**src/rtl/program_mem_ctrl.sv**
```systemverilog
// Program-memory fetch arbiter: serves one core fetch at a time through a single memory read port,
// round-robin across cores, with per-core response registers and a one-cycle ready pulse.
module program_mem_ctrl #(
  parameter int NUM_CORES = 4,
  parameter int ADDR_BITS = 8,
  parameter int DATA_BITS = 8
) (
  input  logic                           clk,
  input  logic                           reset,
  input  logic [NUM_CORES-1:0]           core_req_valid,
  input  logic [NUM_CORES*ADDR_BITS-1:0] core_req_addr,
  output logic [NUM_CORES-1:0]           core_req_ready,
  output logic [NUM_CORES*DATA_BITS-1:0] core_rsp_data,
  output logic                           mem_read_valid,
  output logic [ADDR_BITS-1:0]           mem_read_addr,
  input  logic                           mem_read_ready,
  input  logic [DATA_BITS-1:0]           mem_read_data
);

  localparam int ID_BITS = (NUM_CORES > 1) ? $clog2(NUM_CORES) : 1;

  localparam logic [1:0] IDLE  = 2'd0;
  localparam logic [1:0] ISSUE = 2'd1;
  localparam logic [1:0] DONE  = 2'd2;

  logic [1:0]                     state_q, state_d;
  logic [ID_BITS-1:0]             grant_q, grant_d;
  logic [ID_BITS-1:0]             rr_ptr_q, rr_ptr_d;
  logic [ADDR_BITS-1:0]           addr_q, addr_d;
  logic [NUM_CORES-1:0]           done_mask_q, done_mask_d;
  logic [NUM_CORES-1:0]           set_mask;
  logic [NUM_CORES*DATA_BITS-1:0] rsp_q, rsp_d;

  logic               found;
  logic [ID_BITS-1:0] pick;
  int unsigned        idx;

  // Circular search for the first eligible core starting at rr_ptr.
  always_comb begin
    found = 1'b0;
    pick  = '0;
    idx   = 0;
    for (int unsigned k = 0; k < NUM_CORES; k++) begin
      idx = (32'(rr_ptr_q) + k) % NUM_CORES;
      if (!found && core_req_valid[idx] && !done_mask_q[idx]) begin
        found = 1'b1;
        pick  = ID_BITS'(idx);
      end
    end
  end

  always_comb begin
    state_d  = state_q;
    grant_d  = grant_q;
    addr_d   = addr_q;
    rr_ptr_d = rr_ptr_q;
    rsp_d    = rsp_q;
    set_mask = '0;
    case (state_q)
      IDLE: begin
        if (found) begin
          grant_d = pick;
          addr_d  = core_req_addr[pick*ADDR_BITS +: ADDR_BITS];
          state_d = ISSUE;
        end
      end
      ISSUE: begin
        if (mem_read_ready) begin
          rsp_d[grant_q*DATA_BITS +: DATA_BITS] = mem_read_data;
          state_d = DONE;
        end
      end
      DONE: begin
        set_mask[grant_q] = 1'b1;
        rr_ptr_d = (grant_q == ID_BITS'(NUM_CORES - 1)) ? '0 : grant_q + 1'b1;
        state_d  = IDLE;
      end
      default: state_d = IDLE;
    endcase
    // A dropped valid always clears the completion mark, even on the completing edge.
    done_mask_d = core_req_valid & (done_mask_q | set_mask);
  end

  always_ff @(posedge clk or posedge reset) begin
    if (reset) begin
      state_q     <= IDLE;
      grant_q     <= '0;
      rr_ptr_q    <= '0;
      addr_q      <= '0;
      done_mask_q <= '0;
      rsp_q       <= '0;
    end else begin
      state_q     <= state_d;
      grant_q     <= grant_d;
      rr_ptr_q    <= rr_ptr_d;
      addr_q      <= addr_d;
      done_mask_q <= done_mask_d;
      rsp_q       <= rsp_d;
    end
  end

  assign mem_read_valid = (state_q == ISSUE);
  assign mem_read_addr  = addr_q;
  assign core_req_ready = (state_q == DONE) ? (NUM_CORES'(1) << grant_q) : '0;
  assign core_rsp_data  = rsp_q;

endmodule

```
**config.mk**
```make
export PLATFORM = sky130hd
export DESIGN_NAME = program_mem_ctrl
export DESIGN_NICKNAME = d
export VERILOG_FILES = /design/src/rtl/program_mem_ctrl.sv
export SDC_FILE = /design/constraint.sdc
export NUM_CORES = 1
export LEC_CHECK = 0
export BUFFER_PORTS_ARGS = -buffer_cell sky130_fd_sc_hd__clkbuf_2
export CAP_MARGIN = 20
export CORE_ASPECT_RATIO = 0.75
export CORE_MARGIN = 1
export CORE_UTILIZATION = 43
export CTS_CLUSTER_SIZE = 30
export DETAILED_ROUTE_END_ITERATION = 8
export PLACE_DENSITY = 0.72
export SYNTH_ARGS = -nofsm -noshare
export SYNTH_HDL_FRONTEND = slang
export SYNTH_SLANG_ARGS = --single-unit
```
**constraint.sdc**
```tcl
create_clock -name clk -period 2.4 [get_ports clk]
set_clock_uncertainty 0.2 [all_clocks]
set_input_delay 0.48 -clock clk [delete_from_list [all_inputs] [get_ports clk]]
set_output_delay 0.48 -clock clk [all_outputs]
set_load 0.005 [all_outputs]
```
---- Word-level counts from Yosys, hierarchy flattened ----
Index checks and enable logic that the tools add are counted.
operators by class
  bitwise gates (word level) .............. 2
  mux-type cells .......................... 33
  $lt $le $gt $ge ......................... 6
  shifts and indexed selects .............. 4
  reductions and logical operators ........ 19
  $add $sub $neg .......................... 5
  equality and inequality tests ........... 5
operators with widths
  cell                     number
  $neg 5->34               1
  $shift 8x34->32 const A  1
  $shiftx 8x34->32         1
  $bwmux 32                1
  $shiftx 32x6->8          1
  $bmux 1 s2               8
  $lt 2x3->1 const B       5
  $mux 2                   7
  $mux 1                   13
  $logic_and 1x1->1        8
  $mux 4                   2
  $logic_not 1->1          7
  $reduce_and 2->1         3
  $add 2x1->2 const B      2
  $add 2x2->2 const B      2
  $and 4x4->4              1
  $eq 2x2->1 const B       2
  $or 4x4->4               1
  $pmux 2 s2               1
  $shl 1x2->4 const A      1
  $demux 1 s2              1
  $eq 2x1->1 const B       1
  $ge 2x1->1 const B       1
  $logic_not 2->1          1
  2 further kinds          2
word-level totals
  input bits .............................. 47
  word-level logic and storage cells ...... 80
  output and inout bits ................... 45
  register bits ........................... 50

---- Depth between registers and ports, before layout ----
Gate-level depths: netlist of the first run.
  depth after elaboration ................. 19
  gate-level depth with buffers ........... 8

---- Worst setup path after synthesis of the first run ----
OpenSTA, ideal clock, no wires.
  path kind ............................... register to register
  start point ............................. register grant_q[0]
  end point ............................... register rsp_q[14], in the netlist core_rsp_data[14]
  stages on the path, launching flop included .. 6
  required time ........................... 2.117 ns
  setup time .............................. 0.083 ns
  path slack .............................. 0.472 ns
  buffers on the path ..................... 0
  data arrival time ....................... 1.645 ns
  cells stage by stage .................... dfrtp_1 inv_1 ha_1 nor3b_1 nand2_1 o21ai_0
on the way
  cells in the longest elaborated chain, start to end .. 3
ends and longest elaborated chain
  item                                                        line  source
  start: declaration                                          27    logic [ID_BITS-1:0] grant_q, grant_d;
  start signal: assignment                                    94    grant_q <= grant_d;
  $neg 5->34 *                                                69    rsp_d[grant_q*DATA_BITS +: DATA_BITS] = mem_read_data;
  $shiftx 8x34->32 / $shift 8x34->32 (equally long branches)  69
  $bwmux 32 *                                                 69
  end signal: assignment                                      98    rsp_q <= rsp_d;
  end: declaration                                            32    logic [NUM_CORES*DATA_BITS-1:0] rsp_q, rsp_d;
Mark *: on every way between the ends. The rest lies on a longest branch, timed or not.
A chain may end at the register's enable or synchronous reset.

---- Final worst setup path of the first run ----
  start point ............................. register grant_q[0]
  end point ............................... output core_req_ready[0]
on the way
  cells in the longest elaborated chain, start to end .. 2
ends and longest elaborated chain
  item              line  source
  $shl 1x2->4       104   assign core_req_ready = (state_q == DONE) ? (NUM_CORES'(1) << grant_q) : '0;
  $mux 4            104
  end: declaration  12    output logic [NUM_CORES-1:0] core_req_ready,
Every way passes these cells.

==> results of run 1 <==
path summary, 6_finish.rpt:
kind,startpoint,end,slack [ps]
max,grant_q[0]$_DFFE_PP0P_,core_req_ready[0],190
min reg2reg,core_rsp_data[28]$_DFFE_PP0P_,core_rsp_data[28]$_DFFE_PP0P_,280
max reg2reg,rr_ptr_q[1]$_DFFE_PP0P_,mem_read_addr[6]$_DFFE_PP0P_,430
min,mem_read_ready,state_q[0]$_DFFE_PP0P_,180
max in group asynchronous,reset,core_rsp_data[9]$_DFFE_PP0P_,980
min in group asynchronous,reset,mem_read_addr[7]$_DFFE_PP0P_,510
cell usage in the layout, fill, tap and decap left out:
cell and n:
sky130_fd_sc_hd__clkbuf_2 91, sky130_fd_sc_hd__nand2_1 79, sky130_fd_sc_hd__dfrtp_1 50, sky130_fd_sc_hd__o21ai_0 27, sky130_fd_sc_hd__mux2i_1 17, sky130_fd_sc_hd__o221ai_1 9
sky130_fd_sc_hd__o21ai_1 6, sky130_fd_sc_hd__ha_1 6, sky130_fd_sc_hd__clkbuf_8 6, sky130_fd_sc_hd__buf_4 6, sky130_fd_sc_hd__and2_1 5, sky130_fd_sc_hd__nor3b_1 4
sky130_fd_sc_hd__nor2b_1 4, sky130_fd_sc_hd__o21a_1 4, sky130_fd_sc_hd__nand2b_1 3, sky130_fd_sc_hd__inv_1 3, sky130_fd_sc_hd__mux2_2 3, sky130_fd_sc_hd__nor2_1 2
sky130_fd_sc_hd__buf_12 2, sky130_fd_sc_hd__nor3_1 1, sky130_fd_sc_hd__and2b_1 1, sky130_fd_sc_hd__nand3b_1 1, sky130_fd_sc_hd__a311oi_2 1, sky130_fd_sc_hd__or4b_1 1
sky130_fd_sc_hd__o21ai_2 1, sky130_fd_sc_hd__nor2_4 1, sky130_fd_sc_hd__o41ai_2 1, sky130_fd_sc_hd__a21o_2 1, sky130_fd_sc_hd__or2_1 1, sky130_fd_sc_hd__inv_2 1
sky130_fd_sc_hd__clkinv_2 1, sky130_fd_sc_hd__clkbuf_1 1, sky130_fd_sc_hd__dlygate4sd3_1 1
critical path: cells and delay by family, from the launching register on:
family | cells | cell delay, ps
DFF | 1 | 480
adders and majority gates | 1 | 250
and+or+nand+nor | 1 | 200
buffers and inverters | 2 | 300
power by group:
part / switching [mW] / internal, mW / leakage (nW)
Combinational: 0.767 / 0.684 / 0.831
Clock: 0.275 / 0.233 / 0.0482
Sequential: 0.213 / 1.16 / 0.667
registers in the layout (all words and copies together), names as in the netlist:
| register | cells |
|---|---|
| core_rsp_data | 32 |
| mem_read_addr | 8 |
| done_mask_q | 4 |
| grant_q | 2 |
| rr_ptr_q | 2 |
| state_q | 2 |
repair_timing:
action                     CTS  global route
setup endpoints to repair    0             0
hold buffers                 1             0
hold endpoints to repair    18             0
buffers inserted             0             0
per-stage QoR:
step	cell area (um2)	total power [mW]	worst slack, ps	hold WS, ps	utilization [%]
5_1_grt	3060	3.596	58.23	182.9	57.49
4_1_cts	3060	3.351	186.3	173.7	57.49
3_3_place_gp	2959	2.785	364.4	263.3	55.58
3_5_place_dp	2959	2.842	292.1	271.5	55.58
2_1_floorplan	2379	2.234	472.0	264.5	-
6_report	3060	3.329	191.9	180.8	57.49
cells by family after synthesis:
kind of cell | Yosys count | synth area share (%)
compound gates | 50 | 13.57
mux | 20 | 8.574
simple gates | 103 | 19.20
flops | 50 | 52.60
buf+inv | 13 | 2.893
fa+ha+maj | 6 | 3.156
metal layers:
layer  global-route usage [%]  part of all wire [%]  vias to the layer above
met1                    28.64                    48                      962
met4                    5.533                  0.80                        0
li1                         -                     -                     1019
met2                    29.84                    46                       39
met5                        0                     0                        -
met3                    6.617                   5.4                        5
area by class of cell:
cell class	instances	area share [%]
repair buffers	100	17.99
well taps	75	3.066
inverters	4	0.4906
clock inverters	1	0.1635
flip-flops and latches	50	40.88
clock buffers	7	2.821
multi-input cells	179	34.59
==> impl_metrics.sql, run 1 <==
INSERT INTO impl_metrics (metric_group, metric, value, unit) VALUES
('synth', 'yosys.area.top_type', 'sky130_fd_sc_hd__dfrtp_1', ''),
('synth', 'synth_area_leaders', 'sky130_fd_sc_hd__dfrtp_1, sky130_fd_sc_hd__nand2_1, sky130_fd_sc_hd__mux2i_1, sky130_fd_sc_hd__o21ai_0, sky130_fd_sc_hd__o221ai_1', ''),
('floorplan', 'placeable_core_region', '5324', 'um2'),
('synth', 'synthMostInstantiatedCell', 'sky130_fd_sc_hd__nand2_1', ''),
('grt', 'largest_net_degree_at_the_start_of_global_routing', '33', ''),
('synth', 'synth-async-reset-ratio', '100.0', '%'),
('drt', 'number_of_drc_markers_in_iteration_0', '95', ''),
('floorplan', 'die-width', '87.88', 'um'),
('clocking', 'cts_tree', 'done', ''),
('critical_path', 'worst-setup-path-type', 'reg2out', ''),
('clocking', 'clk_root_buffer_cell', 'sky130_fd_sc_hd__clkbuf_8', ''),
('timing', 'slew_violations', '0', ''),
('layout', 'final_nets', '393', ''),
('layout', 'synthToLayoutAreaGrowth', '28.67', '%'),
('timing', 'setup_total_negative_slack', '0', 'ps'),
('layout', 'multi_input_comb_area', '1059', 'um2'),
('synth', 'part_of_the_yosys_area_used_for_sequential_elements', '52.60', '%'),
('placed_design', 'routabilityCongestion', '0.7748', ''),
('synth', 'number_of_nets_in_the_synthesized_netlist', '295', ''),
('floorplan', 'rows', '23', ''),
('drt', 'final_antenna_net_count', '0', ''),
('critical_path', 'critPathCaptureType', 'output port', ''),
('grt', 'grt_pass1_wl', '8887', 'um'),
('drt', 'num_vias', '2025', ''),
('critical_path', 'worst_r2r_path_depth', '6', ''),
('synth', 'synth_seq_cells', '50', ''),
('drt', 'drcViolationCount', '0', ''),
('placed_design', 'port-buffer-count', '91', ''),
('placed_design', 'placedCellCount', '407', ''),
('synth', 'summed_instance_area_of_the_synthesized_netlist', '2379', 'um2'),
('grt', 'antenna_found_initial', '0', ''),
('grt', 'grt.overflow.total', '0', ''),
('clocking', 'clk_transition_reported_paths', '80', 'ps'),
('timing', 'setup_viol_count_final', '0', ''),
('power', 'power.leakage', '1.546', 'nW'),
('layout', 'drive_above_1_share', '33.72', '%'),
('drt', 'initial_drt_pass_iterations', '4', ''),
('timing', 'tightest_slew', '454.1', 'ps'),
('synth', 'synth_top_area_share', '52.60', '%'),
('min_path', 'holdCritPathClass', 'in2reg', ''),
('synth', 'synthCells', '242', ''),
('power', 'cellPowerDensity', '1088', 'nW/um2'),
('synth', 'top_cell_types_by_occurrence_after_synthesis', 'sky130_fd_sc_hd__nand2_1, sky130_fd_sc_hd__dfrtp_1, sky130_fd_sc_hd__o21ai_0', ''),
('critical_path', 'cp_max_fo', '8', ''),
('synth', 'post_synth.cell_area_avg', '9.829', 'um2'),
('timing', 'period_minus_slack', '2208', 'ps'),
('synth', 'post_synth_num_cell_types', '29', ''),
('synth', 'synth-edff-count', '0', ''),
('clocking', 'clock_tree.buffer_depth', '2', ''),
('layout', 'finalNonFillerCells', '416', ''),
('drt', 'post_drt_via_cell_ratio', '4.868', ''),
('synth', 'yosysWarnings', '0', ''),
('critical_path', 'critPathArrivalTime', '1530', 'ps'),
('clocking', 'cts_inserted_buffers', '5', ''),
('floorplan', 'die_area', '5836', 'um2'),
('clocking', 'ctsResizeCount', '0', ''),
('grt', 'first_global_vias', '1837', ''),
('critical_path', 'setup.worst_path.start_class', 'flop', ''),
('power', 'power.ir.vdd_worst', '426.5', 'uV'),
('clocking', 'cts.sink_count', '50', ''),
('run', 'drv.max_cap_violation_count', '0', ''),
('critical_path', 'max_stage_delay', '480', 'ps'),
('outcome', 'run_status', 'completed', ''),
('critical_path', 'critical_path.slowest_cell', 'sky130_fd_sc_hd__dfrtp_1', ''),
('layout', 'antenna_cells', '0', ''),
('floorplan', 'start_util', '44.68', '%'),
('critical_path', 'cp_cell_sequence', 'inv_1 -> ha_1 -> and2_1 -> clkbuf_2', ''),
('drt', 'route.detailed.wl_per_inst', '13.74', 'um'),
('critical_path', 'crit_required', '1720', 'ps'),
('floorplan', 'io_pins', '92', ''),
('min_path', 'min_delay_path_depth', '2', '');
(Power assumes the default switching activity.)
==> inputs of run 2 (changes only) <==
- CORE_UTILIZATION: 43 -> 30
- MAX_ROUTING_LAYER: not set -> met4
- PLACE_DENSITY: 0.72 -> not set
- clock period: 2.4 -> 2.5 ns (I/O delays scaled with it)
==> run 2 against run 1 <==
Compared with the run above: combinational power fell by 6%; non-clock buffer count fell by 2; setup slack improved by 54 ps; worst hold slack got worse by 170 ps; clock power fell by 10%; first-iteration DRC count fell by 51%; global-route usage fell by 4.0 points; final cell count rose by 5.5%; utilization fell by 17 points; sequential power fell by 4%; cell area fell by 0.41%.
==> impl_metrics.sql, run 2 (synthesis results as in run 1) <==
INSERT INTO impl_metrics (metric_group, metric, value, unit) VALUES
('grt', 'antenna_found_initial', '0', ''),
('power', 'power', '3.132', 'mW'),
('grt', 'first_global_vias', '1964', ''),
('layout', 'synthToLayoutAreaGrowth', '28.14', '%'),
('timing', 'setup_viol_count_final', '0', ''),
('clocking', 'cts_tree', 'done', ''),
('drt', 'route.final.wire_length', '6201', 'um'),
('clocking', 'cts_inserted_buffers', '5', ''),
('power', 'power.sequential.fraction', '42.2', '%'),
('run', 'drv.max_cap_violation_count', '0', ''),
('clocking', 'h_tree_levels', '2', ''),
('drt', 'route.detailed.wl_per_inst', '14.13', 'um'),
('timing', 'grt_setup_unrepaired', 'no', ''),
('drt', 'drcViolationCount', '0', ''),
('clocking', 'ctsResizeCount', '0', ''),
('grt', 'grt.overflow.total', '0', ''),
('layout', 'number_of_flip_flops_under_the_largest_register_name', '32', ''),
('layout', 'finalNonFillerCells', '439', ''),
('power', 'p_clk_share', '14.5', '%'),
('critical_path', 'worst-setup-path-type', 'reg2out', ''),
('clocking', 'clk_transition_reported_paths', '90', 'ps'),
('timing', 'final.period_utilization', '90.15', '%'),
('floorplan', 'die_h', '79.11', 'um'),
('clocking', 'cts.sink_count', '50', ''),
('power', 'power_report.internal_total', '1.933', 'mW'),
('timing', 'final-hold-violation-count', '0', ''),
('layout', 'layout.cells.most_common_list', 'sky130_fd_sc_hd__clkbuf_2, sky130_fd_sc_hd__nand2_1, sky130_fd_sc_hd__dfrtp_1, sky130_fd_sc_hd__o21ai_0, sky130_fd_sc_hd__mux2i_1', ''),
('power', 'power.ir.vdd_worst', '323.5', 'uV'),
('drt', 'num_vias', '1993', ''),
('critical_path', 'crit_required', '1800', 'ps'),
('drt', 'initial_drt_pass_iterations', '4', ''),
('drt', 'post_drt_via_cell_ratio', '4.540', ''),
('layout', 'most_frequent_standard_cell_in_the_layout_excluding_fill_and_tap_cells', 'sky130_fd_sc_hd__clkbuf_2', ''),
('layout', 'final_nets', '391', ''),
('power', 'power.net_switching', '1.199', 'mW'),
('layout', 'drive_above_1_share', '33.14', '%'),
('drt', 'final_antenna_net_count', '0', ''),
('critical_path', 'setup.worst_path.start_class', 'flop', ''),
('floorplan', 'io_pins', '92', ''),
('floorplan', 'rows', '27', ''),
('timing', 'setup_total_negative_slack', '0', 'ps'),
('timing', 'worst_slew_margin_rel', '57.44', '%'),
('clocking', 'clock_insertion_delay_worst_skew', '300', 'ps'),
('clocking', 'clock_tree.buffer_depth', '2', ''),
('layout', 'finish.utilization', '40.64', '%'),
('timing', 'tightest_slew', '636.9', 'ps'),
('timing', 'clock.fmax', '443.7', 'MHz'),
('floorplan', 'die-width', '104.8', 'um'),
('grt', 'grt_pass1_wl', '10210', 'um'),
('grt', 'largest_net_degree_at_the_start_of_global_routing', '51', ''),
('grt', 'grt_util_all_layers', '16.36', '%'),
('power', 'power.leakage', '1.523', 'nW'),
('placed_design', 'dp_hpwl', '4570', 'um'),
('power', 'cellPowerDensity', '1027', 'nW/um2'),
('layout', 'antenna_cells', '0', ''),
('timing', 'period_minus_slack', '2254', 'ps'),
('critical_path', 'cp_max_fo', '8', ''),
('clocking', 'postCtsSetupRepairBufs', '0', ''),
('min_path', 'holdCritPathClass', 'in2async', ''),
('outcome', 'run_status', 'completed', ''),
('floorplan', 'placeable_core_region', '7500', 'um2'),
('power', 'power.combinational.fraction', '43.3', '%'),
('placed_design', 'routabilityCongestion', '0.7528', ''),
('clocking', 'clk_root_buffer_cell', 'sky130_fd_sc_hd__clkbuf_8', ''),
('timing', 'slew_violations', '0', ''),
('critical_path', 'critPathCaptureType', 'output port', ''),
('clocking', 'holdBufCountCts', '0', ''),
('power', 'power_switching_share', '38.28', '%'),
('critical_path', 'critPathArrivalTime', '1550', 'ps'),
('floorplan', 'start_util', '31.72', '%'),
('drt', 'number_of_drc_markers_in_iteration_0', '47', ''),
('floorplan', 'die_area', '8292', 'um2'),
('placed_design', 'placedCellCount', '432', ''),
('placed_design', 'port-buffer-count', '91', '');
## run 2: cell count changes in the layout (fill, tap and decap cells not counted), sizes merged
cell | before | now
buf | 8 | 7
clkinv | 1 | 0
dlygate4sd3 | 1 | 0
## run 2: final timing paths
| path | startpoint | to | slack [ps] | cells after the start |
|---|---|---|---|---|
| worst max-delay path | grant_q[0]$_DFFE_PP0P_ | core_req_ready[0] | 250 | 4 |
| worst min register to register | core_rsp_data[27]$_DFFE_PP0P_ | core_rsp_data[27]$_DFFE_PP0P_ | 290 | 2 |
| min in group clk | mem_read_ready | state_q[0]$_DFFE_PP0P_ | 190 | 2 |
| max in group asynchronous | reset | done_mask_q[2]$_DFF_PP0_ | 1850 | 3 |
| worst max register to register | done_mask_q[2]$_DFF_PP0_ | mem_read_addr[5]$_DFFE_PP0P_ | 390 | 5 |
| worst min-delay path | reset | mem_read_addr[1]$_DFFE_PP0P_ | 7 | 3 |
## run 2: critical path, cell delays in order (launching register included)
cell and delay [ps]:
sky130_fd_sc_hd__dfrtp_1 480, sky130_fd_sc_hd__inv_1 180, sky130_fd_sc_hd__ha_1 260, sky130_fd_sc_hd__and2_1 200
sky130_fd_sc_hd__clkbuf_2 130
## run 2: final cells by class
type	instances	area (um2)
fill	781	4452
inverter	4	15.01
timing repair buffer	98	520.5
multi-input combinational	179	1059
tap	101	126.4
clock buffer	7	76.32
sequential	50	1251
## run 2: routing by layer
| layer | wire (um) | global-route usage, % |
|---|---|---|
| met1 | 3260 | 23.87 |
| met2 | 2646 | 22.78 |
| met3 | 230 | 3.202 |
| met4 | 64 | 4.930 |
| met5 | 0 | - |
## run 2: through the flow
| step | setup slack [ps] | hold slack, ps | instance area (um2) |
|---|---|---|---|
| CTS | 229.1 | 21.28 | 3048 |
| floorplan | 572.0 | 264.5 | 2379 |
| global placement | 316.6 | 264.4 | 2972 |
| global route | 106.3 | 15.36 | 3048 |
| detailed placement | 232.5 | 273.2 | 2972 |
| finish | 246.3 | 6.761 | 3048 |
## run 2: power groups by stage
stage	registers, mW	logic, mW	clock network [mW]
3_3_place_gp	1.34	1.34	0
5_1_grt	1.37	1.55	0.506
4_1_cts	1.33	1.38	0.470
3_5_place_dp	1.34	1.37	0
6_report	1.32	1.36	0.455
2_1_floorplan	1.32	0.828	0
==> inputs of run 3 (changes only) <==
- BUFFER_PORTS_ARGS: -buffer_cell sky130_fd_sc_hd__clkbuf_2 -> -buffer_cell sky130_fd_sc_hd__buf_2
==> run 3 against run 2 <==
Compared with the run above: critical path depth is the same; via count shrank 1.1%; power grew 0.54%; sequential share of layout area shrank 0.10 points; critical endpoint unchanged; largest cell class unchanged; largest power group unchanged.
==> impl_metrics.sql, run 3 (synthesis results as in run 1) <==
INSERT INTO impl_metrics (metric_group, metric, value, unit) VALUES
('critical_path', 'crit_required', '1800', 'ps'),
('critical_path', 'worst_path_dominant_cell_family', 'flip-flops', ''),
('clocking', 'cts_inserted_buffers', '5', ''),
('placed_design', 'placed_cell_area', '2964', 'um2'),
('outcome', 'run_status', 'completed', ''),
('timing', 'final-hold-violation-count', '0', ''),
('clocking', 'cts.sink_count', '50', ''),
('layout', 'synthToLayoutAreaGrowth', '28.46', '%'),
('floorplan', 'io_pins', '92', ''),
('run', 'drv.max_cap_violation_count', '0', ''),
('grt', 'largest_net_degree_at_the_start_of_global_routing', '27', ''),
('floorplan', 'start_util', '31.72', '%'),
('clocking', 'clock_tree.buffer_depth', '2', ''),
('layout', 'number_of_flip_flops_under_the_largest_register_name', '32', ''),
('timing', 'setup_total_negative_slack', '0', 'ps'),
('critical_path', 'max_stage_delay', '500', 'ps'),
('timing', 'period_minus_slack', '2250', 'ps'),
('drt', 'drcViolationCount', '0', ''),
('layout', 'stdcell_area', '3055', 'um2'),
('timing', 'final.period_utilization', '89.99', '%'),
('critical_path', 'cp_cell_sequence', 'inv_1 -> ha_1 -> and2_1 -> buf_2', ''),
('power', 'power.ir.vdd_worst', '360.4', 'uV'),
('timing', 'slew_violations', '0', ''),
('clocking', 'holdBufCountCts', '0', ''),
('floorplan', 'die-width', '104.8', 'um'),
('grt', 'grt_pass1_wl', '9818', 'um'),
('drt', 'post_drt_via_cell_ratio', '4.492', ''),
('drt', 'number_of_drc_markers_in_iteration_0', '67', ''),
('drt', 'route.final.wire_length', '6174', 'um'),
('drt', 'route.detailed.wl_per_inst', '14.06', 'um'),
('clocking', 'clk_transition_reported_paths', '100', 'ps'),
('clocking', 'ctsResizeCount', '0', ''),
('floorplan', 'placeable_core_region', '7500', 'um2'),
('critical_path', 'setup.worst_path.start_class', 'flop', ''),
('min_path', 'holdCritPathClass', 'in2async', ''),
('placed_design', 'port-buffer-count', '91', ''),
('timing', 'worst_slew_margin_rel', '56.70', '%'),
('layout', 'final_nets', '390', ''),
('critical_path', 'critPathCaptureType', 'output port', ''),
('placed_design', 'routabilityCongestion', '0.7920', ''),
('placed_design', 'dp_hpwl', '4638', 'um'),
('timing', 'tightest_slew', '647.9', 'ps'),
('grt', 'grt_util_all_layers', '15.82', '%'),
('layout', 'fillCellCount', '778', ''),
('timing', 'clock.fmax', '444.5', 'MHz'),
('critical_path', 'critPathArrivalTime', '1550', 'ps'),
('layout', 'layout.cells.most_common_list', 'sky130_fd_sc_hd__buf_2, sky130_fd_sc_hd__nand2_1, sky130_fd_sc_hd__dfrtp_1, sky130_fd_sc_hd__o21ai_0, sky130_fd_sc_hd__mux2i_1', ''),
('clocking', 'cts_tree', 'done', ''),
('clocking', 'h_tree_levels', '2', ''),
('floorplan', 'die_area', '8292', 'um2'),
('drt', 'initial_drt_pass_iterations', '4', ''),
('layout', 'antenna_cells', '0', ''),
('critical_path', 'critical_path.slowest_cell', 'sky130_fd_sc_hd__dfrtp_1', ''),
('timing', 'grt_setup_unrepaired', 'no', ''),
('layout', 'drive_above_1_share', '33.43', '%'),
('critical_path', 'cp_max_fo', '8', ''),
('grt', 'grt.overflow.total', '0', ''),
('power', 'cellPowerDensity', '1030', 'nW/um2'),
('clocking', 'clock_insertion_delay_worst_skew', '300', 'ps'),
('timing', 'setup_viol_count_final', '0', ''),
('critical_path', 'crit_buf_inv', '2', ''),
('drt', 'num_vias', '1972', ''),
('floorplan', 'die_h', '79.11', 'um'),
('clocking', 'postCtsSetupRepairBufs', '0', ''),
('power', 'power.leakage', '1.549', 'nW'),
('floorplan', 'rows', '27', ''),
('layout', 'most_frequent_standard_cell_in_the_layout_excluding_fill_and_tap_cells', 'sky130_fd_sc_hd__buf_2', ''),
('critical_path', 'worst-setup-path-type', 'reg2out', ''),
('clocking', 'clk_root_buffer_cell', 'sky130_fd_sc_hd__clkbuf_8', ''),
('drt', 'final_antenna_net_count', '0', ''),
('grt', 'first_global_vias', '1849', ''),
('grt', 'antenna_found_initial', '0', '');
[run 3: changes by cell type in the layout (fill, tap and decap cells not counted)]
cell / change
sky130_fd_sc_hd__clkbuf_2: -91
sky130_fd_sc_hd__buf_4: -1
sky130_fd_sc_hd__buf_2: +91
sky130_fd_sc_hd__clkinv_2: +1
sky130_fd_sc_hd__clkbuf_1: -1
sky130_fd_sc_hd__clkbuf_8: +1
[run 3: worst paths after layout]
kind,startpoint,end,slack [ps],cells after the start
max in group asynchronous,reset,core_rsp_data[15]$_DFFE_PP0P_,1530,3
max,grant_q[0]$_DFFE_PP0P_,core_req_ready[0],250,4
min in group clk,mem_read_ready,state_q[0]$_DFFE_PP0P_,180,2
min,reset,core_rsp_data[20]$_DFFE_PP0P_,40,2
max reg2reg,done_mask_q[2]$_DFF_PP0_,mem_read_addr[6]$_DFFE_PP0P_,350,5
min reg2reg,core_rsp_data[31]$_DFFE_PP0P_,core_rsp_data[31]$_DFFE_PP0P_,280,2
[run 3: metal layers]
metal | global-route usage [%] | part of all wire [%] | up-vias
li1 | - | - | 1009
met1 | 22.79 | 51 | 914
met2 | 22.58 | 43 | 45
met3 | 3.448 | 4.7 | 4
met4 | 3.803 | 0.96 | 0
met5 | - | 0 | -
[run 3: per-stage QoR]
stage | setup slack, ps | power [mW] | hold WS, ps | util, % | std cells
floorplan | 572.0 | 2.145 | 264.5 | - | 242
global placement | 267.2 | 2.656 | 257.1 | 39.52 | 431
detailed placement | 187.8 | 2.681 | 265.2 | 39.52 | 431
CTS | 238.3 | 3.194 | 55.77 | 40.74 | 439
global route | 123.9 | 3.429 | 83.51 | 40.74 | 439
finish | 250.2 | 3.149 | 36.08 | 40.74 | 439
[run 3: layout make-up]
type / instances / area [um2] / share of cell area, %
Clock inverter: 1 / 5.005 / 0.1638
Inverter: 4 / 15.01 / 0.4914
Clock buffer: 7 / 86.33 / 2.826
Timing Repair Buffer: 97 / 513.0 / 16.79
Tap cell: 101 / 126.4 / 4.136
Multi-Input combinational cell: 179 / 1059 / 34.64
Sequential cell: 50 / 1251 / 40.95
[run 3: power breakdown]
group	internal [mW]	switching, mW	total (mW)	leakage (nW)
Clock	0.224	0.271	0.495	0.0482
Combinational	0.620	0.723	1.34	0.834
Sequential	1.11	0.201	1.31	0.667
Total	1.95	1.19	3.15	1.55
